`src/rtl/funnel_host_proxy.sv`:
```
// Host-side proxy for the funnel pipe links.
// Outbound: say(v) calls are wrapped into 144-bit request messages and queued.
// Inbound: indication messages are validated, unwrapped into heard(v) calls and
// queued; malformed messages are consumed, dropped and counted (saturating).

// Small synchronous FIFO used once per direction. The head entry is driven
// straight from storage, so a push is first visible on the cycle after it is
// accepted (no write-to-read bypass).
module funnel_host_proxy_fifo #(
    parameter int DEPTH = 2,
    parameter int W     = 32
) (
    input  logic         clk,
    input  logic         rst_n,
    input  logic         push_i,
    input  logic [W-1:0] data_i,
    input  logic         pop_i,
    output logic         full_o,
    output logic         empty_o,
    output logic [W-1:0] head_o
);
    localparam int AW = (DEPTH > 1) ? $clog2(DEPTH) : 1;
    localparam int CW = AW + 1;
    localparam logic [CW-1:0] FULL_CNT = CW'(DEPTH);

    logic [W-1:0]  mem_q [DEPTH];
    logic [AW-1:0] wr_ptr_q, wr_ptr_d;
    logic [AW-1:0] rd_ptr_q, rd_ptr_d;
    logic [CW-1:0] cnt_q, cnt_d;

    assign full_o  = (cnt_q == FULL_CNT);
    assign empty_o = (cnt_q == '0);
    assign head_o  = empty_o ? '0 : mem_q[rd_ptr_q];

    // Pointer and occupancy next-state; pointers wrap naturally at DEPTH (power of 2).
    always_comb begin
        wr_ptr_d = wr_ptr_q;
        rd_ptr_d = rd_ptr_q;
        cnt_d    = cnt_q;
        if (push_i) wr_ptr_d = wr_ptr_q + AW'(1);
        if (pop_i)  rd_ptr_d = rd_ptr_q + AW'(1);
        case ({push_i, pop_i})
            2'b10:   cnt_d = cnt_q + CW'(1);
            2'b01:   cnt_d = cnt_q - CW'(1);
            default: cnt_d = cnt_q;
        endcase
    end

    // Control state; reset empties the FIFO (storage contents are left as-is).
    always_ff @(posedge clk) begin
        if (!rst_n) begin
            wr_ptr_q <= '0;
            rd_ptr_q <= '0;
            cnt_q    <= '0;
        end else begin
            wr_ptr_q <= wr_ptr_d;
            rd_ptr_q <= rd_ptr_d;
            cnt_q    <= cnt_d;
        end
    end

    // Storage write; never written while reset is asserted.
    always_ff @(posedge clk) begin
        if (rst_n && push_i) mem_q[wr_ptr_q] <= data_i;
    end
endmodule

module funnel_host_proxy #(
    parameter int           DEPTH    = 2,
    parameter logic [7:0]   SAY_ID   = 8'h00,
    parameter logic [7:0]   HEARD_ID = 8'h00,
    parameter int           ERR_W    = 16
) (
    input  logic             CLK,
    input  logic             nRST,
    // host say() method
    input  logic             say__ENA,
    input  logic [31:0]      say_v,
    output logic             say__RDY,
    // request pipe toward the DUT
    output logic             request_enq__ENA,
    output logic [143:0]     request_enq_v,
    input  logic             request_enq__RDY,
    // indication pipe from the DUT
    input  logic             indication_enq__ENA,
    input  logic [143:0]     indication_enq_v,
    output logic             indication_enq__RDY,
    // host heard() method
    output logic             heard__ENA,
    output logic [31:0]      heard_v,
    input  logic             heard__RDY,
    output logic [ERR_W-1:0] errCount
);
    localparam logic [7:0] ONE_WORD = 8'd1;

    // ---------------- outbound: say -> request ----------------
    logic         out_full, out_empty, out_push, out_pop;
    logic [143:0] out_msg, out_head;

    // Message format: {id, length, 96'b0, argument}.
    assign out_msg  = {SAY_ID, ONE_WORD, 96'b0, say_v};

    // Ready comes from registered occupancy only; gated low while in reset.
    assign say__RDY         = nRST & ~out_full;
    assign out_push         = say__ENA & say__RDY;
    assign request_enq__ENA = nRST & ~out_empty & request_enq__RDY;
    assign out_pop          = request_enq__ENA;
    assign request_enq_v    = nRST ? out_head : '0;

    funnel_host_proxy_fifo #(.DEPTH(DEPTH), .W(144)) u_out_fifo (
        .clk     (CLK),
        .rst_n   (nRST),
        .push_i  (out_push),
        .data_i  (out_msg),
        .pop_i   (out_pop),
        .full_o  (out_full),
        .empty_o (out_empty),
        .head_o  (out_head)
    );

    // ---------------- inbound: indication -> heard ----------------
    logic        in_full, in_empty, in_xfer, in_ok, in_push, in_bad, in_pop;
    logic [31:0] in_head;
    logic        unused_in_bits;

    assign indication_enq__RDY = nRST & ~in_full;
    assign in_xfer = indication_enq__ENA & indication_enq__RDY;
    // Only id and length are checked; the zero padding is not policed.
    assign in_ok   = (indication_enq_v[143:136] == HEARD_ID) &&
                     (indication_enq_v[135:128] == ONE_WORD);
    assign in_push = in_xfer & in_ok;
    assign in_bad  = in_xfer & ~in_ok;
    assign unused_in_bits = ^indication_enq_v[127:32];

    assign heard__ENA = nRST & ~in_empty & heard__RDY;
    assign in_pop     = heard__ENA;
    assign heard_v    = nRST ? in_head : '0;

    funnel_host_proxy_fifo #(.DEPTH(DEPTH), .W(32)) u_in_fifo (
        .clk     (CLK),
        .rst_n   (nRST),
        .push_i  (in_push),
        .data_i  (indication_enq_v[31:0]),
        .pop_i   (in_pop),
        .full_o  (in_full),
        .empty_o (in_empty),
        .head_o  (in_head)
    );

    // ---------------- drop counter ----------------
    logic [ERR_W-1:0] err_q, err_d;

    // Saturating increment on each dropped inbound message.
    always_comb begin
        err_d = err_q;
        if (in_bad && (err_q != '1)) err_d = err_q + ERR_W'(1);
    end

    // Drop counter register.
    always_ff @(posedge CLK) begin
        if (!nRST) err_q <= '0;
        else       err_q <= err_d;
    end

    assign errCount = err_q;
endmodule

```
`config.mk`:
```
export PLATFORM = sky130hd
export DESIGN_NAME = funnel_host_proxy
export DESIGN_NICKNAME = d
export VERILOG_FILES = /design/src/rtl/funnel_host_proxy.sv
export SDC_FILE = /design/constraint.sdc
export NUM_CORES = 1
export LEC_CHECK = 0
export ABC_AREA = 0
export CORE_MARGIN = 4
export CORE_UTILIZATION = 35
export DETAILED_ROUTE_END_ITERATION = 16
export PLACE_DENSITY = 0.74
export SKIP_LAST_GASP = 1
export SLEW_MARGIN = 20
export SYNTH_ARGS = -nofsm -noshare
export SYNTH_HDL_FRONTEND = slang
export SYNTH_SLANG_ARGS = --single-unit
```
`constraint.sdc`:
```
create_clock -name CLK -period 4.34 [get_ports CLK]
set_input_delay 0.651 -clock CLK [delete_from_list [all_inputs] [get_ports CLK]]
set_output_delay 0.651 -clock CLK [all_outputs]
set_load 0.01 [all_outputs]
```
Yosys cells after proc, flatten, opt, wreduce, memory -nomap -nowiden
Memory sizes are Yosys's and may differ from the RTL's. A register that Yosys moved wholly into a read port is not among the register bits.
Index checks and enable logic that the tools add are counted.
Widths: inputs -> output; s select.
{"block": "op_classes", "bitwise_logic": 15, "n_eq_ne": 8, "add_sub_neg": 9, "mux": 14, "n_reduce_logical": 9}
{"operator": "$mux 144", "count": 2}
{"operator": "$mux 32", "count": 2}
{"operator": "$add 16x1->16 const B", "count": 1}
{"operator": "$ne 16x16->1 const B", "count": 1}
{"operator": "$and 1x1->1", "count": 10}
{"operator": "$eq 2x2->1 const B", "count": 4}
{"operator": "$eq 8x1->1 const B", "count": 1}
{"operator": "$logic_not 8->1", "count": 1}
{"operator": "$mux 1", "count": 8}
{"operator": "$pmux 2 s2", "count": 2}
{"operator": "$not 1->1", "count": 5}
{"operator": "$add 1x1->1 const B", "count": 4}
{"operator": "$add 2x1->2 const B", "count": 2}
{"operator": "$eq 2x1->1 const B", "count": 2}
{"operator": "$logic_and 1x1->1", "count": 4}
{"operator": "$logic_not 2->1", "count": 2}
{"operator": "$reduce_bool 2->1", "count": 2}
{"operator": "$sub 2x1->2 const B", "count": 2}
{"block": "totals", "regBits": 24, "mem_bits_rw": 128, "output_inout_bits": 196, "memories": 2, "wordCells": 64}
{"name": "u_in_fifo.mem_q", "depth": 2, "word_bits": 32, "rd": 1, "rd_ports_with_merged_regs": 1, "wr": 1, "line": "26", "rtl": "logic [W-1:0] mem_q [DEPTH];"}
{"name": "u_out_fifo.mem_q", "depth": 2, "word_bits": 32, "rd": 1, "rd_ports_with_merged_regs": 1, "wr": 1, "line": "26"}

Logic depth before layout (Yosys ltp)
{"block": "logic_depth", "ltp_word": 8, "mapped_depth": 8, "depth_no_buf": 7}

Hierarchy
From an unflattened synthesis, not the netlist that was laid out.
{"block": "hier_totals", "cells_unflattened": 1095, "hier_area_um2": 15813.9}
{"module": "funnel_host_proxy_fifo at u_out_fifo", "cells_each": 631, "area_per_inst_um2": 11100.6, "seq_area_each_um2": 8748.4, "n_inst": 1}
{"module": "funnel_host_proxy_fifo at u_in_fifo", "cells_each": 158, "area_per_inst_um2": 2626.3, "seq_area_each_um2": 2021.9, "n_inst": 1}
{"module": "funnel_host_proxy", "cells_each": 306, "area_per_inst_um2": 2087.0, "seq_area_each_um2": 320.3, "n_inst": 1}

Worst setup path before layout
Ideal clock, no wire load.
{"block": "synth_timing", "path_type": "in2reg", "start": "in indication_enq_v[139]", "end": "mem u_in_fifo.mem_q[0][0], enable pin", "path_buffers": 1, "path_slack_ns": 1.140, "required_time_ns": 3.919, "stages": 5, "arrival_time_ns": 2.779, "setup_ns": 0.421, "cell_sequence": "nor4b_1 -> and4_1 -> buf_2 -> nand3_1 -> nor2_1"}
{"block": "synth_via", "elab_chain_len": 6}
{"element": "from (decl)", "line": "86", "rtl": "input logic [143:0] indication_enq_v,"}
{"element": "$logic_not 8->1", "line": "129", "rtl": "assign in_ok = (indication_enq_v[143:136] == HEARD_ID) &&"}
{"element": "$logic_and 1x1->1", "line": "129"}
{"element": "$and 1x1->1", "line": "131", "rtl": "assign in_push = in_xfer & in_ok;"}
{"element": "$logic_and 1x1->1", "line": "64", "rtl": "if (rst_n && push_i) mem_q[wr_ptr_q] <= data_i;"}
{"element": "$mux 1", "line": "64"}
{"element": "$mux 1 (implied by the code)", "line": "64"}
{"element": "to (decl)", "line": "26"}
Every way passes these cells.

Worst setup path in the final report
{"block": "layout_timing", "start": "in nRST", "end": "out request_enq_v[1]"}
{"block": "layout_via", "elab_chain_len": 1}
{"element": "from (decl)", "line": "75", "rtl": "input logic nRST,"}
{"element": "$mux 144", "line": "108", "rtl": "assign request_enq_v = nRST ? out_head : '0;"}
{"element": "to (decl)", "line": "82", "rtl": "output logic [143:0] request_enq_v,"}
Every way passes these cells.

==> results.ini <==
[floorplan]
ios = 378
floorplan.die.width_um = 149
floorplan.die_area_um2 = 22100
fp.coreArea_um2 = 19500
start_util = 0.356
die_h_um = 149
number_of_core_rows = 51

[sta]
fin_crit_ps = 3180
highest_clock_rate_mhz = 315
finalSetupViolations = 0
fin_tns_setup_ps = 0
slew_headroom = 0.340
timing_worst_slew_pin_value_ps = 990
finalHoldWorstSlack_ps = 494
final_hold_viol_count = 0
finClkSkew_ps = 8.39
setup_repair_after_global_routing_missed_its_margin = no
total_count_of_max_transition_violations_in_the_final_report = 0
layout_worst_path_cycle_share = 0.732
setup_slack_ps = 1160

[worst_setup_path]
r2r_slack_ps = 1960
critical-path-top-delay-family = buffers and inverters
worst-endpoint-required_ps = 3690
crit_path_start = nRST
worst-r2r-cell-count = 6
timing.rr.start = u_in_fifo.cnt_q[0]
path_class = in2out
r2r-end = u_in_fifo.cnt_q[1]
worst-path-buf-inv = 4
endpoint = request_enq_v[1]
critical_path_cell_count = 6
crit_path_max_incr_delay_ps = 560
critPathLaunchType = primary input
worst-endpoint-arrival_ps = 2530
critical_path.cell_chain = clkdlybuf4s50_1 > buf_4 > o21ai_2 > buf_4 > nor2_1 > clkdlybuf4s50_1
cp-end-kind = primary output
cp_max_fo = 20
cp_slowest_cell = clkdlybuf4s50_1

[place]
io_buffers = 170
hpwlAfterDp_um = 9810
placed_cells = 959
gp_routability_congestion = 0.810
dp_slack_ps = 1160

[hold_path]
hold_path_class = reg2reg

[finish]
final_net_count = 898
finalNonFillerCells = 991
area_added_between_synthesis_and_finish_pct = 32.1
seqCellArea_um2 = 4370
layout_commonest_cell = clkdlybuf4s50_1
filler_cell_count = 1724
top_library_cells_by_usage_in_the_layout_fill_and_taps_aside = 170 x clkdlybuf4s50_1, 128 x edfxtp_1, 111 x conb_1
finalCoreUtilization = 0.470
multi_input_comb_area_um2 = 2070
antenna-diode-count = 0
drive_gt1_frac = 0.0744

[global_routing]
grt_max_degree = 34
initial_antenna_violation_count = 1
grt_pass1_vias = 4087
overflow = 0
global_route.usage.total = 0.125
wire_length_of_the_first_global_routing_pass_um = 21300

[clocking]
postCtsResizedCells = 0
tritoncts = done
htree_num_levels = 4
clock_sinks = 154
cts_max_path_buffers = 2
cts-buffers-inserted = 17
clkTransAtPathRegs_ps = 60
insertion_delay_ps = 410
cts.repair_timing.setup_buffer_count = 0
cts_root_buf = clkbuf_16
cts-hold-fix-buffers = 0

[yosys]
synth-edff-count = 128
yosys_register_bits = 154
yosys.cell_types.count = 41
yosysWarningCount = 0
cell_count_after_synthesis = 532
synth.cell_area_um2 = 6920
share_of_flip_flops_with_an_asynchronous_set_or_reset = 0
yosys_most_used_dff = edfxtp_1
synth.avg_cell_area_um2 = 13.0
sequential_element_share_of_the_synthesized_area = 0.631

[pwr]
ir_worst_vdd_mv = 0.244
static-leakage-power_nw = 3.12
powerDensity_nw_per_um2 = 368

[route]
drtAntennaViolNets = 0
wirelength_um = 14000
route.detailed.wl_per_inst_um = 14.2
vias = 4219
drc_errors = 0
routed_via_density = 4.26
detail_route.first_pass.iterations = 4
drtIter0Drc = 145

[outcome]
outcome = complete, no violations

[run]
maxCapViolations = 0

==> final cells by class <==
class / instances / share of cell area
Clock buffer: 17 / 0.0465
Clock inverter: 15 / 0.0152
Inverter: 6 / 0.00246
Multi-Input combinational cell: 353 / 0.227
Sequential cell: 154 / 0.478
Tap cell: 265 / 0.0363
Timing Repair Buffer: 181 / 0.195
==> report_power, final <==
part	leakage [nW]	switching, W	internal, W	total, W
logic	1.48	0.000148	0.000150	0.000298
clock network	0.259	0.000610	0.000798	0.00141
registers	1.37	0.0000226	0.00163	0.00166
total	3.12	0.000781	0.00258	0.00336
==> cells by family after synthesis <==
kind of cell             count (synthesis)  synth area share
adder cells (fa/ha/maj)                  3           0.00543
AO/OA/AOI/OAI                           19            0.0165
other                                    1          0.000542
flip-flops                             154             0.631
AND/OR/NAND/NOR                        139            0.0969
XOR/XNOR                                11            0.0139
buffers and inverters                  135             0.135
multiplexers                            70             0.101
==> synth_stat cells (2+ instances only) <==
| cell | number | area, um2 |
|---|---|---|
| xor2_1 | 3 | 26.3 |
| o21ai_1 | 2 | 10.0 |
| nand2_1 | 15 | 56.3 |
| ha_1 | 3 | 37.5 |
| inv_1 | 5 | 18.8 |
| o21ai_0 | 2 | 10.0 |
| or3_1 | 3 | 18.8 |
| clkbuf_1 | 15 | 56.3 |
| mux2i_1 | 70 | 701 |
| nand3_1 | 7 | 35.0 |
| o31ai_1 | 2 | 15.0 |
| xnor2_1 | 8 | 70.1 |
| buf_4 | 111 | 833 |
| nor3_1 | 2 | 10.0 |
| nor2_1 | 79 | 297 |
| nor4_2 | 2 | 25.0 |
| o41ai_1 | 2 | 17.5 |
| a21oi_1 | 8 | 40.0 |
| dfxtp_1 | 26 | 521 |
| nand4_1 | 6 | 37.5 |
| edfxtp_1 | 128 | 3840 |
| and4_1 | 4 | 35.0 |
| and2_1 | 4 | 25.0 |
| nor4_1 | 8 | 50.1 |
==> per-layer routing <==
layer	up-vias	share of wire	track usage
met3	19	0.11	0.0570
met1	1958	0.38	0.137
met2	209	0.49	0.211
met5	-	0.00093	0
met4	2	0.017	0.0467
li1	2031	-	-
==> registers in the layout (all words and copies together), names as in the netlist, named ones only <==
| name | flops |
|---|---|
| u_in_fifo.mem_q | 64 |
| u_in_fifo.rd_ptr_q | 1 |
| u_out_fifo.mem_q | 64 |
| u_out_fifo.cnt_q | 2 |
| u_out_fifo.rd_ptr_q | 1 |
| u_in_fifo.wr_ptr_q | 1 |
| u_out_fifo.wr_ptr_q | 1 |
| u_in_fifo.cnt_q | 2 |
| errCount | 16 |
==> per-stage QoR <==
stage / power (W) / instance area, um2
after floorplan: 0.00189 / 7330
after global placement: 0.00198 / 8580
after detailed placement: 0.00198 / 8580
after CTS: 0.00341 / 9140
after global routing: 0.00351 / 9140
final: 0.00336 / 9140
==> how the worst min path moves through the flow <==
stage	from	endpoint	cells past startpoint
3_5_place_dp	errCount[15]	errCount[15]	2
2_1_floorplan	u_in_fifo.cnt_q[1]	u_in_fifo.cnt_q[1]	2
5_1_grt	errCount[15]	errCount[15]	2
4_1_cts	errCount[15]	errCount[15]	2
3_3_place_gp	errCount[15]	errCount[15]	2
6_report	errCount[15]	errCount[15]	2
==> worst register-to-register path, cell delays in order (launching register included) <==
cell     delay [ps]
dfxtp_1         360
o21ai_4         740
nor2_1          210
buf_4           210
ha_1            320
or3_1           350
a21oi_1         140
No activity file was read; power rests on OpenSTA's default activity.
